### config.mk
export PLATFORM = sky130hd
export DESIGN_NAME = uart_core_flat
export DESIGN_NICKNAME = d
export VERILOG_FILES = /design/src/rtl/uart_pkg.sv /design/src/rtl/uart_if.sv /design/src/rtl/uart_rxd.sv /design/src/rtl/uart_txd.sv /design/src/rtl/uart_core.sv /design/src/flat_wrapper.sv
export SDC_FILE = /design/constraint.sdc
export NUM_CORES = 1
export LEC_CHECK = 0
export CAP_MARGIN = 10
export CORE_AREA = 4 4 91 93
export CTS_CLUSTER_DIAMETER = 60
export DETAILED_ROUTE_END_ITERATION = 6
export DIE_AREA = 0 0 95 97
export HOLD_SLACK_MARGIN = 0.15
export SETUP_SLACK_MARGIN = 0.5
export SLEW_MARGIN = 40
export SYNTH_ARGS = -nofsm -noshare
export SYNTH_HDL_FRONTEND = slang
export SYNTH_HIERARCHICAL = 1
export SYNTH_SLANG_ARGS = --single-unit
### constraint.sdc
create_clock -name clk_40k -period 2.53 [get_ports clk_40k]
set_input_delay 0.506 -clock clk_40k [delete_from_list [all_inputs] [get_ports clk_40k]]
set_output_delay 0.506 -clock clk_40k [all_outputs]
set_load 0.01 [all_outputs]
### src/rtl/uart_pkg.sv
// Shared types and constants for the 8N1 UART transmitter/receiver pair.
package uart_pkg;

  localparam int unsigned DATA_BITS        = 8;
  localparam int unsigned CLKS_PER_BIT_DEF = 4;

  typedef enum logic [1:0] {
    TX_IDLE,
    TX_START,
    TX_DATA,
    TX_STOP
  } tx_state_e;

  typedef enum logic [1:0] {
    RX_IDLE,
    RX_START,
    RX_DATA,
    RX_STOP
  } rx_state_e;

endpackage

### src/rtl/uart_if.sv
// Byte-side and serial-line signals of uart_core; the core takes the slave side.
interface uart_if;

  logic [7:0] din;
  logic       send_start;
  logic       bit_out;
  logic       tx_busy;
  logic       bit_in;
  logic [7:0] dout;
  logic       dout_vld;
  logic       rx_frame_err;

  modport master (
    output din, send_start, bit_in,
    input  bit_out, tx_busy, dout, dout_vld, rx_frame_err
  );

  modport slave (
    input  din, send_start, bit_in,
    output bit_out, tx_busy, dout, dout_vld, rx_frame_err
  );

endinterface

### src/rtl/uart_rxd.sv
// 8N1 serial receiver with two-flop input synchronizer and mid-bit sampling.
module uart_rxd
  import uart_pkg::*;
#(
  parameter int unsigned CLKS_PER_BIT = CLKS_PER_BIT_DEF
) (
  input  logic       clk_40k,
  input  logic       rst,
  input  logic       bit_in,
  output logic [7:0] dout,
  output logic       dout_vld,
  output logic       rx_frame_err
);

  localparam int unsigned CNT_W = $clog2(CLKS_PER_BIT);
  localparam logic [CNT_W-1:0] CNT_LAST = CNT_W'(CLKS_PER_BIT - 1);
  localparam logic [CNT_W-1:0] CNT_HALF = CNT_W'(CLKS_PER_BIT / 2 - 1);
  localparam logic [2:0]       BIT_LAST = 3'(DATA_BITS - 1);

  rx_state_e        state_q, state_d;
  logic             sync1_q, bit_s_q;
  logic [CNT_W-1:0] cnt_q, cnt_d;
  logic [2:0]       bitcnt_q, bitcnt_d;
  logic [7:0]       shreg_q, shreg_d;
  logic [7:0]       dout_q, dout_d;
  logic             vld_q, vld_d;
  logic             err_q, err_d;
  logic             brk_q, brk_d;

  always_ff @(posedge clk_40k or posedge rst) begin
    if (rst) begin
      sync1_q  <= 1'b1;
      bit_s_q  <= 1'b1;
      state_q  <= RX_IDLE;
      cnt_q    <= '0;
      bitcnt_q <= '0;
      shreg_q  <= '0;
      dout_q   <= '0;
      vld_q    <= 1'b0;
      err_q    <= 1'b0;
      brk_q    <= 1'b0;
    end else begin
      sync1_q  <= bit_in;
      bit_s_q  <= sync1_q;
      state_q  <= state_d;
      cnt_q    <= cnt_d;
      bitcnt_q <= bitcnt_d;
      shreg_q  <= shreg_d;
      dout_q   <= dout_d;
      vld_q    <= vld_d;
      err_q    <= err_d;
      brk_q    <= brk_d;
    end
  end

  always_comb begin
    state_d  = state_q;
    cnt_d    = cnt_q + 1'b1;
    bitcnt_d = bitcnt_q;
    shreg_d  = shreg_q;
    dout_d   = dout_q;
    vld_d    = 1'b0;
    err_d    = 1'b0;
    brk_d    = brk_q;
    unique case (state_q)
      RX_IDLE: begin
        cnt_d    = '0;
        bitcnt_d = '0;
        brk_d    = 1'b0;
        if (!bit_s_q) state_d = RX_START;
      end
      RX_START: begin
        if (cnt_q == CNT_HALF) begin
          cnt_d   = '0;
          state_d = bit_s_q ? RX_IDLE : RX_DATA;
        end
      end
      RX_DATA: begin
        if (cnt_q == CNT_LAST) begin
          cnt_d   = '0;
          shreg_d = {bit_s_q, shreg_q[7:1]};
          if (bitcnt_q == BIT_LAST) state_d = RX_STOP;
          else                      bitcnt_d = bitcnt_q + 1'b1;
        end
      end
      RX_STOP: begin
        // After a low stop bit, hold here until the line releases so a break is not read as a start.
        if (brk_q) begin
          cnt_d = '0;
          if (bit_s_q) begin
            brk_d   = 1'b0;
            state_d = RX_IDLE;
          end
        end else if (cnt_q == CNT_LAST) begin
          cnt_d = '0;
          if (bit_s_q) begin
            dout_d  = shreg_q;
            vld_d   = 1'b1;
            state_d = RX_IDLE;
          end else begin
            err_d = 1'b1;
            brk_d = 1'b1;
          end
        end
      end
      default: state_d = RX_IDLE;
    endcase
  end

  assign dout         = dout_q;
  assign dout_vld     = vld_q;
  assign rx_frame_err = err_q;

endmodule

### src/rtl/uart_txd.sv
// 8N1 serial transmitter: start bit, 8 data bits LSB first, stop bit.
module uart_txd
  import uart_pkg::*;
#(
  parameter int unsigned CLKS_PER_BIT = CLKS_PER_BIT_DEF
) (
  input  logic       clk_40k,
  input  logic       rst,
  input  logic [7:0] din,
  input  logic       send_start,
  output logic       bit_out,
  output logic       tx_busy
);

  localparam int unsigned CNT_W = $clog2(CLKS_PER_BIT);
  localparam logic [CNT_W-1:0] CNT_LAST = CNT_W'(CLKS_PER_BIT - 1);
  localparam logic [2:0]       BIT_LAST = 3'(DATA_BITS - 1);

  tx_state_e        state_q, state_d;
  logic [CNT_W-1:0] cnt_q, cnt_d;
  logic [2:0]       bitcnt_q, bitcnt_d;
  logic [7:0]       shreg_q, shreg_d;
  logic             bit_out_q, bit_out_d;
  logic             busy_q, busy_d;

  always_ff @(posedge clk_40k or posedge rst) begin
    if (rst) begin
      state_q   <= TX_IDLE;
      cnt_q     <= '0;
      bitcnt_q  <= '0;
      shreg_q   <= '0;
      bit_out_q <= 1'b1;
      busy_q    <= 1'b0;
    end else begin
      state_q   <= state_d;
      cnt_q     <= cnt_d;
      bitcnt_q  <= bitcnt_d;
      shreg_q   <= shreg_d;
      bit_out_q <= bit_out_d;
      busy_q    <= busy_d;
    end
  end

  // bit_out is registered, so each branch sets the level for the next bit period.
  always_comb begin
    state_d   = state_q;
    cnt_d     = cnt_q + 1'b1;
    bitcnt_d  = bitcnt_q;
    shreg_d   = shreg_q;
    bit_out_d = bit_out_q;
    busy_d    = busy_q;
    unique case (state_q)
      TX_IDLE: begin
        cnt_d     = '0;
        bit_out_d = 1'b1;
        if (send_start) begin
          shreg_d   = din;
          bitcnt_d  = '0;
          busy_d    = 1'b1;
          bit_out_d = 1'b0;
          state_d   = TX_START;
        end
      end
      TX_START: begin
        if (cnt_q == CNT_LAST) begin
          cnt_d     = '0;
          bit_out_d = shreg_q[0];
          state_d   = TX_DATA;
        end
      end
      TX_DATA: begin
        if (cnt_q == CNT_LAST) begin
          cnt_d = '0;
          if (bitcnt_q == BIT_LAST) begin
            bit_out_d = 1'b1;
            state_d   = TX_STOP;
          end else begin
            bitcnt_d  = bitcnt_q + 1'b1;
            shreg_d   = shreg_q >> 1;
            bit_out_d = shreg_q[1];
          end
        end
      end
      TX_STOP: begin
        if (cnt_q == CNT_LAST) begin
          cnt_d   = '0;
          busy_d  = 1'b0;
          state_d = TX_IDLE;
        end
      end
      default: state_d = TX_IDLE;
    endcase
  end

  assign bit_out = bit_out_q;
  assign tx_busy = busy_q;

endmodule

### src/rtl/uart_core.sv
// UART core: independent transmitter and receiver sharing one clock and reset.
module uart_core
  import uart_pkg::*;
#(
  parameter int unsigned CLKS_PER_BIT = CLKS_PER_BIT_DEF
) (
  input  logic clk_40k,
  input  logic rst,
  uart_if.slave bus
);

  uart_txd #(.CLKS_PER_BIT(CLKS_PER_BIT)) u_txd (
    .clk_40k    (clk_40k),
    .rst        (rst),
    .din        (bus.din),
    .send_start (bus.send_start),
    .bit_out    (bus.bit_out),
    .tx_busy    (bus.tx_busy)
  );

  uart_rxd #(.CLKS_PER_BIT(CLKS_PER_BIT)) u_rxd (
    .clk_40k      (clk_40k),
    .rst          (rst),
    .bit_in       (bus.bit_in),
    .dout         (bus.dout),
    .dout_vld     (bus.dout_vld),
    .rx_frame_err (bus.rx_frame_err)
  );

endmodule

### src/flat_wrapper.sv
// flat-port wrapper written by rule: the top's interface ports become plain ports
module uart_core_flat import uart_pkg::*;
#(
  parameter int unsigned CLKS_PER_BIT = CLKS_PER_BIT_DEF
)
  (clk_40k, rst, bus_din, bus_send_start, bus_bit_in, bus_bit_out, bus_tx_busy, bus_dout, bus_dout_vld, bus_rx_frame_err);
  uart_if bus_i ();
  input  logic clk_40k;
  input  logic rst;
  input wire logic [$bits(bus_i.din)-1:0] bus_din;
  input wire logic [$bits(bus_i.send_start)-1:0] bus_send_start;
  input wire logic [$bits(bus_i.bit_in)-1:0] bus_bit_in;
  output wire logic [$bits(bus_i.bit_out)-1:0] bus_bit_out;
  output wire logic [$bits(bus_i.tx_busy)-1:0] bus_tx_busy;
  output wire logic [$bits(bus_i.dout)-1:0] bus_dout;
  output wire logic [$bits(bus_i.dout_vld)-1:0] bus_dout_vld;
  output wire logic [$bits(bus_i.rx_frame_err)-1:0] bus_rx_frame_err;
  assign bus_i.din = bus_din;
  assign bus_i.send_start = bus_send_start;
  assign bus_i.bit_in = bus_bit_in;
  assign bus_bit_out = bus_i.bit_out;
  assign bus_tx_busy = bus_i.tx_busy;
  assign bus_dout = bus_i.dout;
  assign bus_dout_vld = bus_i.dout_vld;
  assign bus_rx_frame_err = bus_i.rx_frame_err;
  uart_core #(.CLKS_PER_BIT(CLKS_PER_BIT)) u_core (.clk_40k(clk_40k), .rst(rst), .bus(bus_i));
endmodule
==> impl_results.md <==
* Status: complete, no violations
* Hpwl dp at 2.559 mm
* Routed WL at 3.463 mm
* Net Sw Frac at 31.94%
* TritonRoute pass-1 iters at 4
* Clock tree from TritonCTS: built
* Total GRT Usage at 8.194%
* Post-synthesis sequential area ratio at 51.31%
* Pwr Density at 965.7 nW/µm²
* Tot Pwr at approximately 0.0026 W
* CP Capture Type: flop
* Type of the worst min-delay path: flop to flop
* Reg power frac at 38.1%
* Mapped Area at 2202 µm²
* Slew headroom at 56.02%
* Number of diodes at 0
* Crit Path Max Fanout at 11
* Netlist cell types at 35
* Layout net count at 228
* Via count at between 1000 and 1500
* Yosys warning count at 6
* # Max-Cap Violations at 0
* Peak supply drop at 0.5841 mV
* IO Port Bufs at 23
* Switch Pwr at 0.0008239 W
* Clock slew at reported path FFs at 80 ps
* Antenna-violating nets left at 0
* Synth Net Count at 199
* Root Buffer Master: clkbuf_8
* Startpoint Class: flop
* Critical path arrival at 2080 ps
* Initial Utilization at 29.26%
* Combinational Power Share at 40.8%
* Initial antenna violation count at 0
* Row cnt at 32
* Critical Path RT at between 2000 and 3000 ps
* RSZ-0062 raised after global routing: false
* Sink Count at 45
* CTS H-tree depth at 2
* Hold path start: u_core/u_rxd/sync1_q
* R2R Path End: u_core/u_txd/shreg_q[6]
* Setup tns final at 0 ps
* Fmax at 527.7 MHz
* Iter 0 DRT Violations at 36
* Vias per cell at 4.338
* Die Footprint at 9215 µm²
* R2R setup slack at approximately 640 ps
* Crit-path slowest cell: dfrtp_1
* Layout Skew at 9.387 ps
* Clock Path Buffers at 2
* Most used cell, CP: ha_1
* First-pass GRT wire length at 5.975 mm
* Largest net degree at the start of global routing at 29
* Clock power share at 21.0%
* Max incr delay on CP at 400 ps
* Reg2reg path depth at 6
* Worst Setup SP: u_core/u_txd/bitcnt_q[0]
* WL/cell at 11.47 µm
* Max Slew Vio Count at 0
* Post-route minimum period at 1895 ps
* Worst r2r src: u_core/u_txd/bitcnt_q[0]
* CORE AREA at about 7500 µm²
* Die X at 95 µm
* FILL cells at 773
* DRC viols at 0
* GPL Wtd Cong at 0.8049
* Post-place setup slack at roughly 500 ps
* Setup Viol. Count Final at 0
* #FFs+latches synth at 45
* Hold Path Depth at 0
* Setup slack after layout at about 640 ps
* Resize count post-CTS at 0
* Final-report hold violation count at 0
* CTS buffer count at 5
* CTS Hold Bufs at 0
* Worst Hold End: u_core/u_rxd/bit_s_q
* Share of layout cells above drive strength 1 at 27.50%
* Cell count after synthesis at 170
* Syn avg cell area at 12.95 µm²
* Final cycle utilization of the critical path at 74.90%
* I/O Pins at 24
* Worst skew pair latency at 300 ps
* Most frequent cells in the layout: 42 x dfrtp_1, 27 x mux2_2, 23 x clkdlybuf4s50_1
* Final global-route overflow total at 0
* Most common cell after layout, fill and taps aside: dfrtp_1
* Setup CP Type: flop to flop
* Post-CTS setup buffer count at 0
* Vias in the first global route at 1336
* DIE HEIGHT at 97 µm
* Power Internal at 0.001756 W
* Layout area overhead at 21.31%
* Pleak at 1.246 nW
* Tightest Pin Transition at 658.9 ps
* Crit-path cells: ha_1, ha_1, nand2b_1, a211oi_2, buf_4, mux2_2
-- metrics by stage --
stage | cell area [µm²] | util [%] | instances | hold WS (ps)
5_1_grt | 2671 | 35.49 | 302 | 361.3
3_5_place_dp | 2556 | 33.96 | 294 | 346.8
3_3_place_gp | 2556 | 33.96 | 294 | 346.5
2_1_floorplan | 2202 | - | 170 | 345.2
4_1_cts | 2671 | 35.49 | 302 | 351.4
6_report | 2671 | 35.49 | 302 | 352.8
-- cell families after synthesis --
kind of cell	count (synthesis)	share of synthesized area [%]
compound gates	22	8.069
fa+ha+maj	17	9.659
buf+inv	20	3.920
flops	45	51.31
mux	36	19.26
simple gates	30	7.784
-- flip-flops by register name, indices dropped and copies added (netlist names), named ones only --
signal	flops
u_core/u_rxd/dout	8
u_core/u_rxd/shreg_q	8
u_core/u_txd/shreg_q	8
u_core/u_rxd/bitcnt_q	3
u_core/u_txd/bitcnt_q	3
u_core/u_rxd/cnt_q	2
u_core/u_txd/cnt_q	2
u_core/u_txd/state_q	2
u_core/u_rxd/bit_s_q	1
u_core/u_rxd/brk_q	1
u_core/u_rxd/dout_vld	1
u_core/u_rxd/rx_frame_err	1
u_core/u_rxd/state_q	1
u_core/u_rxd/sync1_q	1
u_core/u_txd/bit_out	1
u_core/u_txd/tx_busy	1
-- routing by layer --
layer  global-route usage [%]  vias to the layer above  part of all wire [%]
li1                         -                      654                     -
met1                    10.60                      624                    47
met2                    12.53                       25                    46
met3                    2.644                        7                   5.3
met4                    3.330                        0                   1.8
met5                        0                        -                     0
-- worst max-delay path, delay by kind of cell, from the launching register on --
| kind | cells | cell delay, ps |
|---|---|---|
| simple gates | 1 | 160 |
| mux | 1 | 350 |
| buf+inv | 1 | 240 |
| fa+ha+maj | 2 | 420 |
| compound gates | 1 | 210 |
| flops | 1 | 400 |
-- synthesized netlist by cell type --
master	n	share of area (%)
a211oi_2	2	1.1
a21o_1	1	0.34
a21oi_1	4	0.91
a221oi_2	1	0.68
a22o_1	1	0.40
a22oi_1	1	0.34
a2bb2oi_1	1	0.40
a31oi_1	1	0.28
a32o_1	1	0.45
and4b_2	1	0.51
buf_2	3	0.68
buf_6	1	0.51
dfrtp_1	42	48
dfstp_2	3	3.6
ha_1	17	9.7
inv_1	15	2.6
inv_2	1	0.17
mux2_2	27	14
mux2_4	6	4.1
mux2i_1	3	1.4
nand2_1	6	1.0
nand2b_1	5	1.4
nand3_1	1	0.23
nand4_1	1	0.28
nand4_2	1	0.57
nand4b_1	2	0.80
nor2_1	6	1.0
nor2b_1	3	0.85
nor2b_2	1	0.40
nor3_1	3	0.68
o21ai_0	3	0.68
o21ba_2	1	0.45
o21bai_1	1	0.34
o2bb2ai_1	3	1.2
o32a_1	1	0.45
-- worst max-delay path by stage --
stage	slack, ps	cells after the start	end
6_report	640	6	u_core/u_txd/shreg_q[6]
3_5_place_dp	500	5	u_core/u_txd/shreg_q[6]
4_1_cts	620	6	u_core/u_txd/shreg_q[6]
2_1_floorplan	740	6	u_core/u_txd/shreg_q[0]
3_3_place_gp	510	5	u_core/u_txd/shreg_q[6]
5_1_grt	520	6	u_core/u_txd/shreg_q[6]
-- final cells by class --
class | count | area (µm²) | share of cell area (%)
Inverter | 16 | 60.06 | 2.248
Clock inverter | 3 | 46.29 | 1.733
Sequential cell | 45 | 1130 | 42.29
Multi-Input combinational cell | 105 | 985.9 | 36.91
Clock buffer | 5 | 68.82 | 2.576
Timing Repair Buffer | 26 | 252.7 | 9.461
Tap cell | 102 | 127.6 | 4.778
-- power by group through the flow --
stage | logic, W | clock network [W] | registers, W
after floorplan | 0.000881 | 0 | 0.000978
after global placement | 0.00106 | 0 | 0.00100
after detailed placement | 0.00107 | 0 | 0.000998
after CTS | 0.00107 | 0.000574 | 0.000987
after global routing | 0.00117 | 0.000609 | 0.00101
final | 0.00105 | 0.000543 | 0.000984
No activity file was read; power rests on OpenSTA's default activity.
